## config.mk

```make
export PLATFORM = sky130hd
export DESIGN_NAME = ps2_cmd_sequencer_flat
export DESIGN_NICKNAME = d
export VERILOG_FILES = /design/src/rtl/ps2_cmd_sequencer_if.sv /design/src/rtl/ps2_cmd_sequencer.sv /design/src/flat_wrapper.sv
export SDC_FILE = /design/constraint.sdc
export NUM_CORES = 1
export LEC_CHECK = 0
export CORE_ASPECT_RATIO = 0.75
export CORE_MARGIN = 8
export CORE_UTILIZATION = 57
export DETAILED_ROUTE_END_ITERATION = 8
export PLACE_DENSITY = 0.81
export REMOVE_ABC_BUFFERS = 1
export SLEW_MARGIN = 25
export SYNTH_ARGS = -nofsm -noshare
export SYNTH_HDL_FRONTEND = slang
export SYNTH_SLANG_ARGS = --single-unit
```

## constraint.sdc

```tcl
create_clock -name clk50 -period 2.9 [get_ports clk50]
set_clock_uncertainty 0.1 [all_clocks]
set_input_delay 0.435 -clock clk50 [delete_from_list [all_inputs] [get_ports clk50]]
set_output_delay 0.435 -clock clk50 [all_outputs]
set_load 0.02 [all_outputs]
```

## src/rtl/ps2_cmd_sequencer_if.sv

```systemverilog
//==============================================================================
// Module      : ps2_cmd_sequencer_if
// Description : Command/response link between the command sequencer and the
//               altera_up_ps2 core.
// Revision    : 1.0
//==============================================================================
`timescale 1ns/1ps
`default_nettype none

interface ps2_cmd_sequencer_if;
    logic [7:0] the_command;
    logic       send_command;
    logic       command_was_sent;
    logic       error_communication_timed_out;
    logic [7:0] received_data;
    logic       received_data_en;

    modport master (
        output the_command,
        output send_command,
        input  command_was_sent,
        input  error_communication_timed_out,
        input  received_data,
        input  received_data_en
    );

    modport slave (
        input  the_command,
        input  send_command,
        output command_was_sent,
        output error_communication_timed_out,
        output received_data,
        output received_data_en
    );
endinterface

`default_nettype wire

```

## src/rtl/ps2_cmd_sequencer.sv

```systemverilog
//==============================================================================
// Module      : ps2_cmd_sequencer
// Description : PS/2 host-to-keyboard command controller (reset/BAT and LED
//               update sequences with retry). Optional lock-key tracking is
//               enabled by defining PS2_CAPS_TRACK_EN.
// Revision    : 1.0
//==============================================================================
`timescale 1ns/1ps
`default_nettype none

module ps2_cmd_sequencer #(
    parameter int ACK_TIMEOUT  = 1000000,
    parameter int BAT_TIMEOUT  = 50000000,
    parameter int MAX_RETRY    = 3,
    parameter int POWERUP_INIT = 1
) (
    input  wire logic              clk50,
    input  wire logic              rst,
    input  wire logic              init_req,
    input  wire logic              led_req,
    input  wire logic [2:0]        led_state,
    ps2_cmd_sequencer_if.master    core,
    output logic      [7:0]        scan_data,
    output logic                   scan_valid,
    output logic                   busy,
    output logic                   kbd_ok,
    output logic                   err
);

    localparam logic [2:0] S_IDLE     = 3'd0;
    localparam logic [2:0] S_SEND     = 3'd1;
    localparam logic [2:0] S_WAIT_ACK = 3'd2;
    localparam logic [2:0] S_RETRY    = 3'd3;
    localparam logic [2:0] S_GAP      = 3'd4;
    localparam logic [2:0] S_NEXT     = 3'd5;
    localparam logic [2:0] S_WAIT_BAT = 3'd6;

    localparam logic [7:0]  c_cmd_reset = 8'hFF;
    localparam logic [7:0]  c_cmd_led   = 8'hED;
    localparam logic [7:0]  c_rsp_ack   = 8'hFA;
    localparam logic [7:0]  c_rsp_rsnd  = 8'hFE;
    localparam logic [7:0]  c_bat_pass  = 8'hAA;
    localparam logic [7:0]  c_bat_fail  = 8'hFC;
    localparam logic [25:0] c_ack_last  = 26'(ACK_TIMEOUT - 1);
    localparam logic [25:0] c_bat_last  = 26'(BAT_TIMEOUT - 1);
    localparam logic [25:0] c_tmr_max   = '1;
    localparam logic [7:0]  c_max_retry = 8'(MAX_RETRY);

    logic [2:0]  r_state;
    logic [7:0]  r_byte;
    logic [7:0]  r_led_byte;
    logic [7:0]  r_retry_cnt;
    logic [25:0] r_timer;
    logic        r_gap_cnt;
    logic        r_init_pend;
    logic        r_led_pend;

    logic        w_rx;
    logic        w_rsp_code;
    logic        w_fwd;
    logic        w_lock_hit;
    logic [2:0]  w_led_src;

    assign w_rx       = core.received_data_en;
    assign w_rsp_code = (core.received_data == c_rsp_ack)  || (core.received_data == c_rsp_rsnd) ||
                        (core.received_data == c_bat_pass) || (core.received_data == c_bat_fail);
    // Response codes are swallowed only while a response is actually expected.
    assign w_fwd      = w_rx && !(((r_state == S_WAIT_ACK) || (r_state == S_WAIT_BAT)) && w_rsp_code);

`ifdef PS2_CAPS_TRACK_EN
    logic [2:0] r_locks;
    logic       r_break;
    logic       r_led_int;
    logic [2:0] w_lock_flip;

    always_comb begin
        w_lock_flip = 3'b000;
        if (w_fwd && !r_break) begin
            case (core.received_data)
                8'h58:   w_lock_flip = 3'b100;
                8'h77:   w_lock_flip = 3'b010;
                8'h7E:   w_lock_flip = 3'b001;
                default: w_lock_flip = 3'b000;
            endcase
        end
    end

    assign w_lock_hit = |w_lock_flip;
    assign w_led_src  = r_led_int ? r_locks : led_state;

    always_ff @(posedge clk50 or posedge rst) begin
        if (rst) begin
            r_locks   <= 3'b000;
            r_break   <= 1'b0;
            r_led_int <= 1'b0;
        end else begin
            if (w_fwd) begin
                r_break <= (core.received_data == 8'hF0);
                r_locks <= r_locks ^ w_lock_flip;
            end
            if (w_lock_hit) r_led_int <= 1'b1;
            if (led_req)    r_led_int <= 1'b0;
        end
    end
`else
    assign w_lock_hit = 1'b0;
    assign w_led_src  = led_state;
`endif

    always_ff @(posedge clk50 or posedge rst) begin
        if (rst) begin
            r_state           <= S_IDLE;
            r_byte            <= 8'h00;
            r_led_byte        <= 8'h00;
            r_retry_cnt       <= 8'h00;
            r_timer           <= 26'd0;
            r_gap_cnt         <= 1'b0;
            r_init_pend       <= (POWERUP_INIT != 0);
            r_led_pend        <= 1'b0;
            core.the_command  <= 8'h00;
            core.send_command <= 1'b0;
            scan_data         <= 8'h00;
            scan_valid        <= 1'b0;
            busy              <= 1'b0;
            kbd_ok            <= 1'b0;
            err               <= 1'b0;
        end else begin
            scan_valid <= w_fwd;
            if (w_fwd) scan_data <= core.received_data;

            case (r_state)
                S_IDLE: begin
                    if (r_init_pend || r_led_pend) begin
                        r_retry_cnt       <= 8'h00;
                        err               <= 1'b0;
                        busy              <= 1'b1;
                        core.send_command <= 1'b1;
                        r_state           <= S_SEND;
                        if (r_init_pend) begin
                            r_init_pend      <= 1'b0;
                            r_byte           <= c_cmd_reset;
                            core.the_command <= c_cmd_reset;
                        end else begin
                            r_led_pend       <= 1'b0;
                            r_byte           <= c_cmd_led;
                            core.the_command <= c_cmd_led;
                            r_led_byte       <= {5'b00000, w_led_src};
                        end
                    end
                end
                S_SEND: begin
                    if (core.error_communication_timed_out) begin
                        core.send_command <= 1'b0;
                        r_state           <= S_RETRY;
                    end else if (core.command_was_sent) begin
                        core.send_command <= 1'b0;
                        r_timer           <= 26'd0;
                        r_state           <= S_WAIT_ACK;
                    end
                end
                S_WAIT_ACK: begin
                    if (r_timer != c_tmr_max) r_timer <= r_timer + 26'd1;
                    // A byte arriving on the expiry cycle defers the timeout.
                    if (w_rx) begin
                        if (core.received_data == c_rsp_ack)       r_state <= S_NEXT;
                        else if (core.received_data == c_rsp_rsnd) r_state <= S_RETRY;
                    end else if (r_timer >= c_ack_last) begin
                        r_state <= S_RETRY;
                    end
                end
                S_RETRY: begin
                    if (r_retry_cnt < c_max_retry) begin
                        r_retry_cnt <= r_retry_cnt + 8'h01;
                        r_gap_cnt   <= 1'b0;
                        r_state     <= S_GAP;
                    end else begin
                        err     <= 1'b1;
                        busy    <= 1'b0;
                        r_state <= S_IDLE;
                        if (r_byte == c_cmd_reset) kbd_ok <= 1'b0;
                    end
                end
                S_GAP: begin
                    if (r_gap_cnt) begin
                        core.the_command  <= r_byte;
                        core.send_command <= 1'b1;
                        r_state           <= S_SEND;
                    end else begin
                        r_gap_cnt <= 1'b1;
                    end
                end
                S_NEXT: begin
                    r_retry_cnt <= 8'h00;
                    if (r_byte == c_cmd_reset) begin
                        r_timer <= 26'd0;
                        r_state <= S_WAIT_BAT;
                    end else if (r_byte == c_cmd_led) begin
                        r_byte    <= r_led_byte;
                        r_gap_cnt <= 1'b0;
                        r_state   <= S_GAP;
                    end else begin
                        busy    <= 1'b0;
                        r_state <= S_IDLE;
                    end
                end
                S_WAIT_BAT: begin
                    if (r_timer != c_tmr_max) r_timer <= r_timer + 26'd1;
                    if (w_rx && (core.received_data == c_bat_pass)) begin
                        kbd_ok  <= 1'b1;
                        busy    <= 1'b0;
                        r_state <= S_IDLE;
                    end else if ((w_rx && (core.received_data == c_bat_fail)) ||
                                 (!w_rx && (r_timer >= c_bat_last))) begin
                        kbd_ok  <= 1'b0;
                        err     <= 1'b1;
                        busy    <= 1'b0;
                        r_state <= S_IDLE;
                    end
                end
                default: begin
                    core.send_command <= 1'b0;
                    busy              <= 1'b0;
                    r_state           <= S_IDLE;
                end
            endcase

            // Requests latch in any state and override a same-cycle service clear.
            if (init_req)               r_init_pend <= 1'b1;
            if (led_req || w_lock_hit)  r_led_pend  <= 1'b1;
        end
    end

endmodule

`default_nettype wire
```

## src/flat_wrapper.sv

```systemverilog
// flat-port wrapper written by rule: the top's interface ports become plain ports
module ps2_cmd_sequencer_flat 
#(
    parameter int ACK_TIMEOUT  = 1000000,
    parameter int BAT_TIMEOUT  = 50000000,
    parameter int MAX_RETRY    = 3,
    parameter int POWERUP_INIT = 1
)
  (clk50, rst, init_req, led_req, led_state, scan_data, scan_valid, busy, kbd_ok, err, core_the_command, core_send_command, core_command_was_sent, core_error_communication_timed_out, core_received_data, core_received_data_en);
  ps2_cmd_sequencer_if core_i ();
  input  wire logic clk50;
  input  wire logic rst;
  input  wire logic init_req;
  input  wire logic led_req;
  input  wire logic [2:0] led_state;
  output logic      [7:0] scan_data;
  output logic scan_valid;
  output logic busy;
  output logic kbd_ok;
  output logic err;
  output wire logic [$bits(core_i.the_command)-1:0] core_the_command;
  output wire logic [$bits(core_i.send_command)-1:0] core_send_command;
  input wire logic [$bits(core_i.command_was_sent)-1:0] core_command_was_sent;
  input wire logic [$bits(core_i.error_communication_timed_out)-1:0] core_error_communication_timed_out;
  input wire logic [$bits(core_i.received_data)-1:0] core_received_data;
  input wire logic [$bits(core_i.received_data_en)-1:0] core_received_data_en;
  assign core_the_command = core_i.the_command;
  assign core_send_command = core_i.send_command;
  assign core_i.command_was_sent = core_command_was_sent;
  assign core_i.error_communication_timed_out = core_error_communication_timed_out;
  assign core_i.received_data = core_received_data;
  assign core_i.received_data_en = core_received_data_en;
  ps2_cmd_sequencer #(.ACK_TIMEOUT(ACK_TIMEOUT), .BAT_TIMEOUT(BAT_TIMEOUT), .MAX_RETRY(MAX_RETRY), .POWERUP_INIT(POWERUP_INIT)) u_core (.clk50(clk50), .rst(rst), .init_req(init_req), .led_req(led_req), .led_state(led_state), .core(core_i), .scan_data(scan_data), .scan_valid(scan_valid), .busy(busy), .kbd_ok(kbd_ok), .err(err));
endmodule
```

* Word level (Yosys, flattened, before mapping)
Index checks and enable logic that the tools add are counted.
** Storage, ports and cells
- Flip-flop bits (word level) :: 72
- Bits of input ports :: 18
- Output and inout port bits :: 21
- Logic and storage cells :: 155
** Operators by class
- Add/sub/neg operators :: 2
- $lt $le $gt $ge :: 3
- Equality and inequality tests :: 32
- Muxes and demuxes :: 59
- Bitwise gates (word level) :: 3
- Reductions and logical operators :: 41
** Operator list (number)
- $mux 26 :: 4
- $pmux 26 s3 :: 1
- $eq 8x8->1 const B :: 6
- $mux 8 :: 6
- $mux 3 :: 13
- $pmux 8 s2 :: 2
- $add 26x1->26 const B :: 1
- $ge 26x20->1 const B :: 1
- $ge 26x26->1 const B :: 1
- $ne 26x26->1 const B :: 1
- $mux 1 :: 25
- $pmux 8 s3 :: 1
- $pmux 3 s7 :: 1
- $ne 2x2->1 const B :: 8
- $reduce_and 4->1 :: 4
- $ne 2x1->1 const B :: 7
- $reduce_bool 2->1 :: 7
- $reduce_and 3->1 :: 4
- $reduce_and 6->1 :: 2
- $reduce_bool 3->1 :: 4
- $reduce_and 5->1 :: 2
- $eq 3x3->1 const B :: 3
- $ne 3x3->1 const B :: 3
- $add 8x1->8 const B :: 1
- 18 further kinds :: 32

* Depth between registers and ports, before layout
Gate-level depths: netlist of the first run.
- Depth in word-level cells :: 7
- Depth in mapped cells :: 8
- Gate-level depth less buffers :: 6

* Least setup slack after synthesis of the first run
OpenSTA, ideal clock, no wires.
- Path kind :: reg-to-reg
- From :: reg u_core.r_retry_cnt[0]
- To :: reg u_core.r_retry_cnt[0]
- Setup time :: 0.125 ns
- Arrival time :: 1.885 ns
- Required time :: 2.675 ns
- Slack :: 0.790 ns
- Stages on the path, launching flop included :: 6
- Path buffers :: 0
- Clock period less this slack :: 2.110 ns
- Path through :: dfrtp_1 -> ha_1 -> nor4_1 -> nand4b_1 -> a31oi_1 -> mux2_2
** On the way
- Word-level cells in the longest chain between the ends :: 3
- Elaborated cells on any way between the ends :: 6
- Those cells by class :: 1 x add/sub; 1 x order compare; 1 x eq/ne; 2 x mux; 1 x reduce/logical
** RTL lines
- from (decl) :: RTL line ps2_cmd_sequencer.sv:52 : logic [7:0] r_retry_cnt;
- from (signal assigned) :: RTL line ps2_cmd_sequencer.sv:173 : r_retry_cnt <= r_retry_cnt + 8'h01;
- $add 8x1->8 or $lt 8x2->1 (tied branches) :: RTL line ps2_cmd_sequencer.sv:173, ps2_cmd_sequencer.sv:172
- $mux 8 or $ne 2x1->1 (tied branches)
- $pmux 8 s3 or $reduce_and 3->1 (tied branches)
Parallel ways exist; a longest one is shown, timed or not. The select of a mux whose other input is x is not followed.
A chain may end at the register's enable or synchronous reset.

* Worst setup path in the final report of the first run
- From :: reg u_core.r_state[0]
- To :: reg u_core.core.the_command[4]
** On the way
- Word-level cells in the longest chain between the ends :: 3
- Elaborated cells on any way between the ends :: 7
- Those cells by class :: 3 x eq/ne; 1 x mux; 3 x reduce/logical
** RTL lines
- from (decl) :: RTL line ps2_cmd_sequencer.sv:49 : logic [2:0] r_state;
- from (signal assigned) :: RTL line ps2_cmd_sequencer.sv:112 : r_state <= S_IDLE;
- from (signal assigned) :: RTL line ps2_cmd_sequencer.sv:138 : r_state <= S_SEND;
- from (signal assigned) :: RTL line ps2_cmd_sequencer.sv:154 : r_state <= S_RETRY;
- $eq 3x3->1 or $logic_not 3->1 (tied branches) :: RTL line ps2_cmd_sequencer.sv:131 : case (r_state)
- $ne 2x1->1 (no line) or $reduce_bool 2->1 (tied branches)
- $reduce_and 3->1 (no line)
- to (signal assigned) :: RTL line ps2_cmd_sequencer.sv:142 : core.the_command <= c_cmd_reset;
- to (signal assigned) :: RTL line ps2_cmd_sequencer.sv:146 : core.the_command <= c_cmd_led;
- to (signal assigned) :: RTL line ps2_cmd_sequencer.sv:185 : core.the_command <= r_byte;
- to (decl) :: RTL line ps2_cmd_sequencer_if.sv:19 : output the_command,
Parallel ways exist; a longest one is shown, timed or not.

==> results_dict.tcl, run 1 <==
set metrics [dict create \
    period_needed_ps 2440 \
    yosys.area.top_type_share 0.435 \
    setup_ws_ps 460 \
    drc 0 \
    leakage_nw 1.88 \
    place_ws_ps 271 \
    post_cts_resized 0 \
    arrival_ps 2570 \
    final.setup.tns_ps 0 \
    vias_per_cell 6.49 \
    postCtsSetupBuffers 0 \
    slew_viol_final 0 \
    finalSetupViolCount 0 \
    yosysWarnings 0 \
    initialDrtViolationCount 334 \
    instances_no_fill 525 \
    worst-setup-path-type "flop to flop" \
    fillCellCount 472 \
    wl_per_cell_um 18.2 \
    rows 25 \
    grt_pass1_vias 3190 \
    p_seq_frac 0.366 \
    io_buffers 38 \
    ys.flop_type "dfrtp_1" \
    critPathCaptureType "flop" \
    powerDensity_mw_per_mm2 809 \
    drt_wl_total_um 9540 \
    cts-buffers-inserted 9 \
    vias 3406 \
    status "completed" \
    syn_to_final_growth_pct 19.2 \
    cts_buffer_depth 2 \
    yosys.area.top_type "dfrtp_1" \
    dpl.cell_count 510 \
    grt_pass1_wl_um 15900 \
    firstDrtPassIters 5 \
    cts_tree "done" \
    rsz0062_at_grt "no" \
    track_usage 0.212 \
    postCtsHoldBufs 0 \
    startpoint_type "flop" \
    die_y_um 86.2 \
    tightestPinTransition_ps 682 \
    swShare 0.387 \
    p_int_mw 2.21 \
    fin_crit_sh 0.841 \
    start_util 0.592 \
    die_w_um 110 \
    synth_edf_count 0 \
    die_area_mm2 0.00944 \
    final_antenna_net_count 0 \
    clkPwrFrac 0.235 \
    ys_async_sr_fraction 1.00 \
    syn_area_mm2 0.00374 \
    ys_ff_latch 66 \
    crit_required_ps 3030 \
    place.gp.congestion 0.886 \
    relSlewSlack 0.546 \
    seq_area_frac_synth 0.442 \
    clock-sinks 66 \
    clock.fmax_mhz 410 \
    crit_fanout 17 \
    nets 460 \
    syn_inst 398 \
    whs_ps 355 \
    dp_hpwl_um 6890 \
    hold_viol 0 \
    ios 39 \
    grt_overflow_total 0 \
    grt_max_degree 42 \
    hold_class "input port to async pin" \
    antenna_found_initial 0 \
    synthTopCellsByArea "dfrtp_1, mux2_2, o31ai_1, nand2_1, a21oi_1" \
    maxCapViolations 0 \
    switching_power_mw 1.40 \
    comb_power_share 0.399 \
    syn_area_per_cell_um2 9.40 \
    clk_latency_ps 350 \
    clock-root-buffer "clkbuf_8" \
    ys_types 61 \
    insertedDiodeCount 0 \
    peakVddDrop_mv 0.423 \
    htreeDepth 3 \
    core_mm2 0.00632 \
    layout-drive-gt1-share 0.124 \
    clk_pin_slew_ps 70 \
]
-- cell type report --
class / count / area, um^2 / share of cell area
Clock buffer: 10 / 138 / 0.0308
Clock inverter: 5 / 78.8 / 0.0177
Inverter: 15 / 56.3 / 0.0126
Multi-Input combinational cell: 293 / 1910 / 0.429
Sequential cell: 66 / 1650 / 0.370
Tap cell: 81 / 101 / 0.0227
Timing Repair Buffer: 55 / 520 / 0.117
-- registers in the layout (all words and copies together) (netlist names) --
| signal | flops |
|---|---|
| u_core.core.the_command | 5 |
| u_core.core.send_command | 1 |
| u_core.r_timer | 26 |
| u_core.err | 1 |
| u_core.r_led_pend | 1 |
| u_core.r_byte | 5 |
| u_core.kbd_ok | 1 |
| u_core.busy | 1 |
| u_core.r_led_byte | 3 |
| u_core.scan_valid | 1 |
| u_core.r_init_pend | 1 |
| u_core.r_state | 3 |
| u_core.r_retry_cnt | 8 |
| u_core.scan_data | 8 |
| u_core.r_gap_cnt | 1 |
-- per-layer routing --
layer / track usage / vias to the layer above / wire, um
met1: 0.311 / 1615 / 4550
met3: 0.0541 / 17 / 877
met5: 0 / - / 0
met2: 0.290 / 161 / 3950
li1: - / 1613 / -
met4: 0.0770 / 0 / 154
-- path summary, 6_finish.rpt --
path / startpoint / endpoint / slack (ps) / cells after the start
min reg2reg: u_core.core.the_command[2]$_DFFE_PP0P_ / u_core.core.the_command[2]$_DFFE_PP0P_ / 400 / 1
max reg2reg: u_core.r_state[0]$_DFFE_PP0P_ / u_core.core.the_command[4]$_DFFE_PP0P_ / 460 / 5
max in group asynchronous: rst / u_core.r_retry_cnt[5]$_DFFE_PP0P_ / 1740 / 3
min: rst / u_core.core.the_command[1]$_DFFE_PP0P_ / 360 / 2
min in group clk50: u_core.core.the_command[2]$_DFFE_PP0P_ / u_core.core.the_command[2]$_DFFE_PP0P_ / 400 / 1
max: u_core.r_state[0]$_DFFE_PP0P_ / u_core.core.the_command[4]$_DFFE_PP0P_ / 460 / 5
-- cell families after synthesis --
family,after synthesis,synth area share
mux,19,0.0555
buf+inv,39,0.0468
xor+xnor,2,0.00468
simple gates,162,0.244
compound gates,108,0.201
fa+ha+maj,2,0.00669
flops,66,0.442
-- per-stage QoR --
stage	cell area [um^2]	utilization	power, mW
2_1_floorplan	3620	-	2.18
3_3_place_gp	4250	0.672	2.68
3_5_place_dp	4250	0.672	2.73
4_1_cts	4460	0.706	3.61
5_1_grt	4460	0.706	3.84
6_report	4460	0.706	3.61
-- synth_stat cells, types with 3 or more instances --
master,n
and2_1,4
mux2_2,14
nor3b_1,5
nor3_1,12
nor4_1,6
nor2_1,26
nand4_1,16
clkbuf_1,12
o31ai_1,17
a21o_1,5
o22a_1,3
o21ai_0,16
nand2_1,32
buf_4,4
buf_2,5
nand3_1,12
a41oi_1,3
a31oi_1,8
inv_1,15
mux2i_1,5
nand2b_1,11
and4_1,6
dfrtp_1,65
and3_1,5
nor2b_1,7
a21oi_1,22
o22ai_1,4
or4_1,9
o2111ai_1,5
-- power by group through the flow --
stage	combinational [mW]	sequential, mW	clock, mW
final	1.44	1.32	0.849
after global routing	1.58	1.35	0.902
after CTS	1.42	1.32	0.870
after detailed placement	1.40	1.33	0
after global placement	1.36	1.32	0
after floorplan	0.792	1.39	0
-- critical path: stages (launching register included) --
cell and delay [ps]:
dfrtp_1 650, nor2b_1 200, a22oi_1 340, o21ai_0 280
nor3_2 380, mux2_2 380
-- cells in the final DEF (no fill, tap or decap), types with 3 or more instances in the layout --
cell,instances
nand2b_1,11
nor4_1,6
and2_1,4
o22ai_1,4
and4_1,6
o21ai_0,16
o31ai_1,17
a21oi_1,22
nor3b_1,5
clkbuf_8,10
mux2_2,14
clkdlybuf4s50_1,38
a41oi_1,3
a31oi_1,8
nor2b_1,7
o22a_1,3
nand4_1,16
o2111ai_1,5
nand3_1,12
inv_1,14
buf_4,16
mux2i_1,5
nand2_1,32
or4_1,9
and3_1,5
dfrtp_1,65
a21o_1,5
nor2_1,26
nor3_1,12
(Power assumes the default switching activity.)
==> run 2, diff against run 1 <==
- CORE_UTILIZATION: 57 -> 51
- PLACE_DENSITY: 0.81 -> 0.77
- clock period: 2.9 -> 2.22 ns (I/O delays scaled with it)
==> results_dict.tcl, run 2 (same netlist as run 1, synthesis figures left out) <==
set metrics [dict create \
    finalSetupViolCount 0 \
    relSlewSlack 0.619 \
    die_y_um 90.2 \
    final.setup.tns_ps 0 \
    nets 512 \
    leakage_nw 2.15 \
    fillCellCount 550 \
    firstDrtPassIters 4 \
    r2r-start "u_core.r_timer[8]$_DFFE_PP0P_" \
    clock-sinks 66 \
    grt_pass1_vias 3555 \
    wl_met2_um 4720 \
    status "completed" \
    dp_hpwl_um 7710 \
    final_common_cell "buf_4" \
    ios 39 \
    final_antenna_net_count 0 \
    cts-buffers-inserted 9 \
    hold_class "input port to async pin" \
    clk_latency_ps 360 \
    arrival_ps 2340 \
    cts_tree "done" \
    hold_viol 0 \
    largest_register_ffs 26 \
    die_area_mm2 0.0104 \
    crit_fanout 6 \
    seq_area_mm2 0.00165 \
    fin_crit_sh 0.970 \
    reg_top3 "u_core.r_timer (26), u_core.r_retry_cnt (8), u_core.scan_data (8)" \
    wl_per_cell_um 18.0 \
    htreeDepth 3 \
    maxCapViolations 0 \
    grt_max_degree 67 \
    drc 0 \
    layout-drive-gt1-share 0.241 \
    rr_worst_depth 8 \
    multi_input_area_mm2 0.00199 \
    total_power_mw 4.86 \
    powerDensity_mw_per_mm2 984 \
    drt_wl_total_um 10800 \
    worst-setup-path-type "flop to flop" \
    io_buffers 38 \
    slew_viol_final 0 \
    clock-root-buffer "clkbuf_8" \
    clock.fmax_mhz 464 \
    rows 27 \
    insertedDiodeCount 0 \
    crit_required_ps 2410 \
    vias_per_cell 6.07 \
    wl_met3_um 840 \
    clk_pin_slew_ps 80 \
    dr.max_layer_used "met4" \
    peakVddDrop_mv 0.632 \
    tightestPinTransition_ps 572 \
    startpoint_type "flop" \
    vias 3631 \
    die_w_um 115 \
    syn_to_final_growth_pct 31.9 \
    dpl.cell_count 579 \
    antenna_found_initial 0 \
    start_util 0.518 \
    final_cell_mix "buf_4, dfrtp_1, clkdlybuf4s50_1" \
    grt_overflow_total 0 \
    place.gp.congestion 0.901 \
    final_area_mm2 0.00494 \
    cp-startpoint "u_core.r_timer[8]$_DFFE_PP0P_" \
    track_usage 0.212 \
    wl_met1_um 5050 \
    grt_pass1_wl_um 17700 \
    instances_no_fill 598 \
    core_mm2 0.00723 \
    period_needed_ps 2150 \
    top_register "u_core.r_timer" \
    postCtsHoldBufs 0 \
    cts_buffer_depth 2 \
    initialDrtViolationCount 372 \
    critPathCaptureType "flop" \
    dpl_cell_area_mm2 0.00466 \
]
run 2: cell count changes in the layout (fill, tap and decap cells not counted), sizes merged:
| cell | change |
|---|---|
| buf | +52 |
| clkbuf | +1 |
| bufinv | -2 |
| clkinvlp | +2 |
run 2: area by class of cell:
| type | count | area share |
|---|---|---|
| inverters | 15 | 0.0114 |
| clock inverters | 5 | 0.00608 |
| flip-flops and latches | 66 | 0.335 |
| well taps | 101 | 0.0256 |
| multi-input cells | 293 | 0.403 |
| repair buffers | 107 | 0.190 |
| clock buffers | 11 | 0.0286 |
run 2: path summary, 6_finish.rpt:
kind	endpoint	slack, ps
setup reg to reg	u_core.r_timer[3]$_DFFE_PP0P_	70
setup / recovery	u_core.r_timer[3]$_DFFE_PP0P_	70
hold / removal	u_core.scan_data[7]$_DFFE_PP0P_	260
hold reg to reg	u_core.scan_data[3]$_DFFE_PP0P_	410
min in group clk50	u_core.scan_data[3]$_DFFE_PP0P_	410
max in group asynchronous	u_core.r_init_pend$_DFFE_PP1P_	1420
run 2: what timing repair did:
item	in CTS	in global routing
setup endpoints to repair	11	24
gates cloned	0	0
pin swaps	0	1
endpoints found under the hold margin	0	0
buffers inserted	0	3
gates resized for setup	2	16
run 2: layer usage:
layer,GRT usage,vias up
met3,0.0508,18
li1,-,1705
met4,0.0622,0
met1,0.297,1747
met2,0.316,161
met5,0,-
run 2: power by group:
group / switching (mW) / internal [mW] / total, mW / leakage, nW
Combinational: 1.22 / 1.02 / 2.24 / 1.23
Clock: 0.489 / 0.430 / 0.918 / 0.0851
Sequential: 0.250 / 1.45 / 1.70 / 0.830
run 2: critical path, stage by stage, from the launching register on:
cell	delay [ps]
dfrtp_1	400
buf_4	170
and4_1	230
nand4_1	200
buf_4	180
nor4_4	40
buf_4	160
or4_1	460
a21oi_1	150
run 2: through the flow:
step                setup slack, ps  utilization  hold slack, ps
floorplan                      -139            -             325
detailed placement             -309        0.645             396
global placement               -209        0.645             376
finish                         66.9        0.683             256
CTS                           0.263        0.670             275
global route                  -37.7        0.683             309
==> run 3, diff against run 2 <==
- CTS_BUF_LIST: default -> sky130_fd_sc_hd__clkbuf_4 sky130_fd_sc_hd__clkbuf_8 sky130_fd_sc_hd__clkbuf_16
- SKIP_LAST_GASP: default -> 1
==> results_dict.tcl, run 3 (same netlist as run 1, synthesis figures left out) <==
set metrics [dict create \
    status "completed" \
    finalSetupViolCount 0 \
    grt_max_degree 67 \
    startpoint_type "flop" \
    cts_buffer_depth 2 \
    tightestPinTransition_ps 574 \
    postCtsHoldBufs 0 \
    leakage_nw 2.15 \
    slew_viol_final 0 \
    relSlewSlack 0.617 \
    final.setup.tns_ps 0 \
    syn_to_final_growth_pct 31.9 \
    dpl_cell_area_mm2 0.00466 \
    arrival_ps 2350 \
    crit-reg2reg-capture "u_core.r_timer[20]$_DFFE_PP0P_" \
    layout-drive-gt1-share 0.241 \
    firstDrtPassIters 5 \
    cp-startpoint "u_core.r_timer[8]$_DFFE_PP0P_" \
    top_register "u_core.r_timer" \
    final_common_cell "buf_4" \
    grt_overflow_total 0 \
    cts_tree "done" \
    antenna_found_initial 0 \
    worst-setup-path-type "flop to flop" \
    core_mm2 0.00723 \
    largest_register_ffs 26 \
    place.gp.congestion 0.901 \
    peakVddDrop_mv 0.631 \
    drt_wl_total_um 10800 \
    rr_worst_depth 7 \
    clk_latency_ps 360 \
    drc 0 \
    initialDrtViolationCount 382 \
    endpoint "u_core.r_timer[20]$_DFFE_PP0P_" \
    nets 512 \
    crit_required_ps 2360 \
    htreeDepth 3 \
    fin_crit_sh 0.993 \
    insertedDiodeCount 0 \
    clk_pin_slew_ps 80 \
    crit_fanout 6 \
    die_area_mm2 0.0104 \
    grt_pass1_vias 3555 \
    dp_hpwl_um 7710 \
    final_cell_mix "buf_4, dfrtp_1, clkdlybuf4s50_1" \
    track_usage 0.212 \
    vias 3656 \
    setup_ws_ps 14.9 \
    start_util 0.518 \
    r2r-start "u_core.r_timer[8]$_DFFE_PP0P_" \
    cts-buffers-inserted 9 \
    ios 39 \
    clock.fmax_mhz 453 \
    fillCellCount 549 \
    reg_top3 "u_core.r_timer (26), u_core.r_retry_cnt (8), u_core.scan_data (8)" \
    grt_pass1_wl_um 17700 \
    die_w_um 115 \
    die_y_um 90.2 \
    wl_per_cell_um 18.0 \
    final_area_mm2 0.00494 \
    ff2ff_setup_slack_ps 10 \
    maxCapViolations 0 \
    hold_viol 0 \
    rows 27 \
    io_buffers 38 \
    hold_class "input port to async pin" \
    place_ws_ps -309 \
    period_needed_ps 2210 \
    rsz0062_at_grt "yes" \
    clock-sinks 66 \
    vias_per_cell 6.11 \
    clock-root-buffer "clkbuf_8" \
    powerDensity_mw_per_mm2 984 \
    final_antenna_net_count 0 \
    critPathCaptureType "flop" \
]
==> run 3: cell counts in the layout (fill, tap and decap cells not counted) <==
Identical to the previous run, type by type.
==> run 3: metal layers <==
layer / global-route usage / vias to the layer above / share of wire / wire (um)
li1: - / 1705 / - / -
met1: 0.297 / 1747 / 0.46 / 4980
met2: 0.316 / 182 / 0.44 / 4740
met3: 0.0508 / 22 / 0.081 / 872
met4: 0.0622 / 0 / 0.016 / 170
met5: 0 / - / 0 / 0
==> run 3: worst min path at each step <==
stage / from / end / slack (ps) / cells after the start
2_1_floorplan: led_req / u_core.r_led_pend$_DFFE_PP0P_ / 330 / 1
3_3_place_gp: u_core.core.the_command[2]$_DFFE_PP0P_ / u_core.core.the_command[2]$_DFFE_PP0P_ / 380 / 1
3_5_place_dp: u_core.scan_data[4]$_DFFE_PP0P_ / u_core.scan_data[4]$_DFFE_PP0P_ / 400 / 1
4_1_cts: rst / u_core.scan_data[7]$_DFFE_PP0P_ / 270 / 3
5_1_grt: rst / u_core.scan_data[1]$_DFFE_PP0P_ / 310 / 3
6_report: rst / u_core.scan_data[6]$_DFFE_PP0P_ / 260 / 3
==> run 3: final cells by class <==
| class | count | area [um^2] | share of cell area |
|---|---|---|---|
| Timing Repair Buffer | 107 | 940 | 0.190 |
| Inverter | 15 | 56.3 | 0.0114 |
| Clock buffer | 11 | 145 | 0.0294 |
| Sequential cell | 66 | 1650 | 0.335 |
| Multi-Input combinational cell | 293 | 1990 | 0.402 |
| Tap cell | 101 | 126 | 0.0256 |
| Clock inverter | 5 | 30.0 | 0.00608 |
==> run 3: what timing repair did <==
action / in CTS / in global routing
setup buffers: 0 / 3
endpoints found under the hold margin: 0 / 0
pin swaps: 0 / 1
resized for setup: 2 / 15
endpoints found under the setup margin: 11 / 24
==> run 3: metrics by stage <==
step | hold slack, ps | total power, mW | utilization | std cells
5_1_grt | 309 | 5.14 | 0.683 | 598
6_report | 258 | 4.86 | 0.683 | 598
4_1_cts | 275 | 4.80 | 0.670 | 595
3_5_place_dp | 396 | 3.85 | 0.645 | 579
3_3_place_gp | 376 | 3.76 | 0.645 | 579
2_1_floorplan | 325 | 2.85 | - | 374
==> run 3: power by group <==
part | internal, mW | leakage, nW | switching, mW
combinational | 1.02 | 1.23 | 1.22
sequential | 1.45 | 0.830 | 0.250
clock | 0.442 | 0.0885 | 0.482
total | 2.91 | 2.15 | 1.95
==> run 3: critical path: stages (launching register included) <==
cell     delay [ps]
dfrtp_1         380
buf_4           160
and4_1          260
nand4_1         230
buf_4           220
o31ai_2         290
nand2_1         210
a31o_2          260
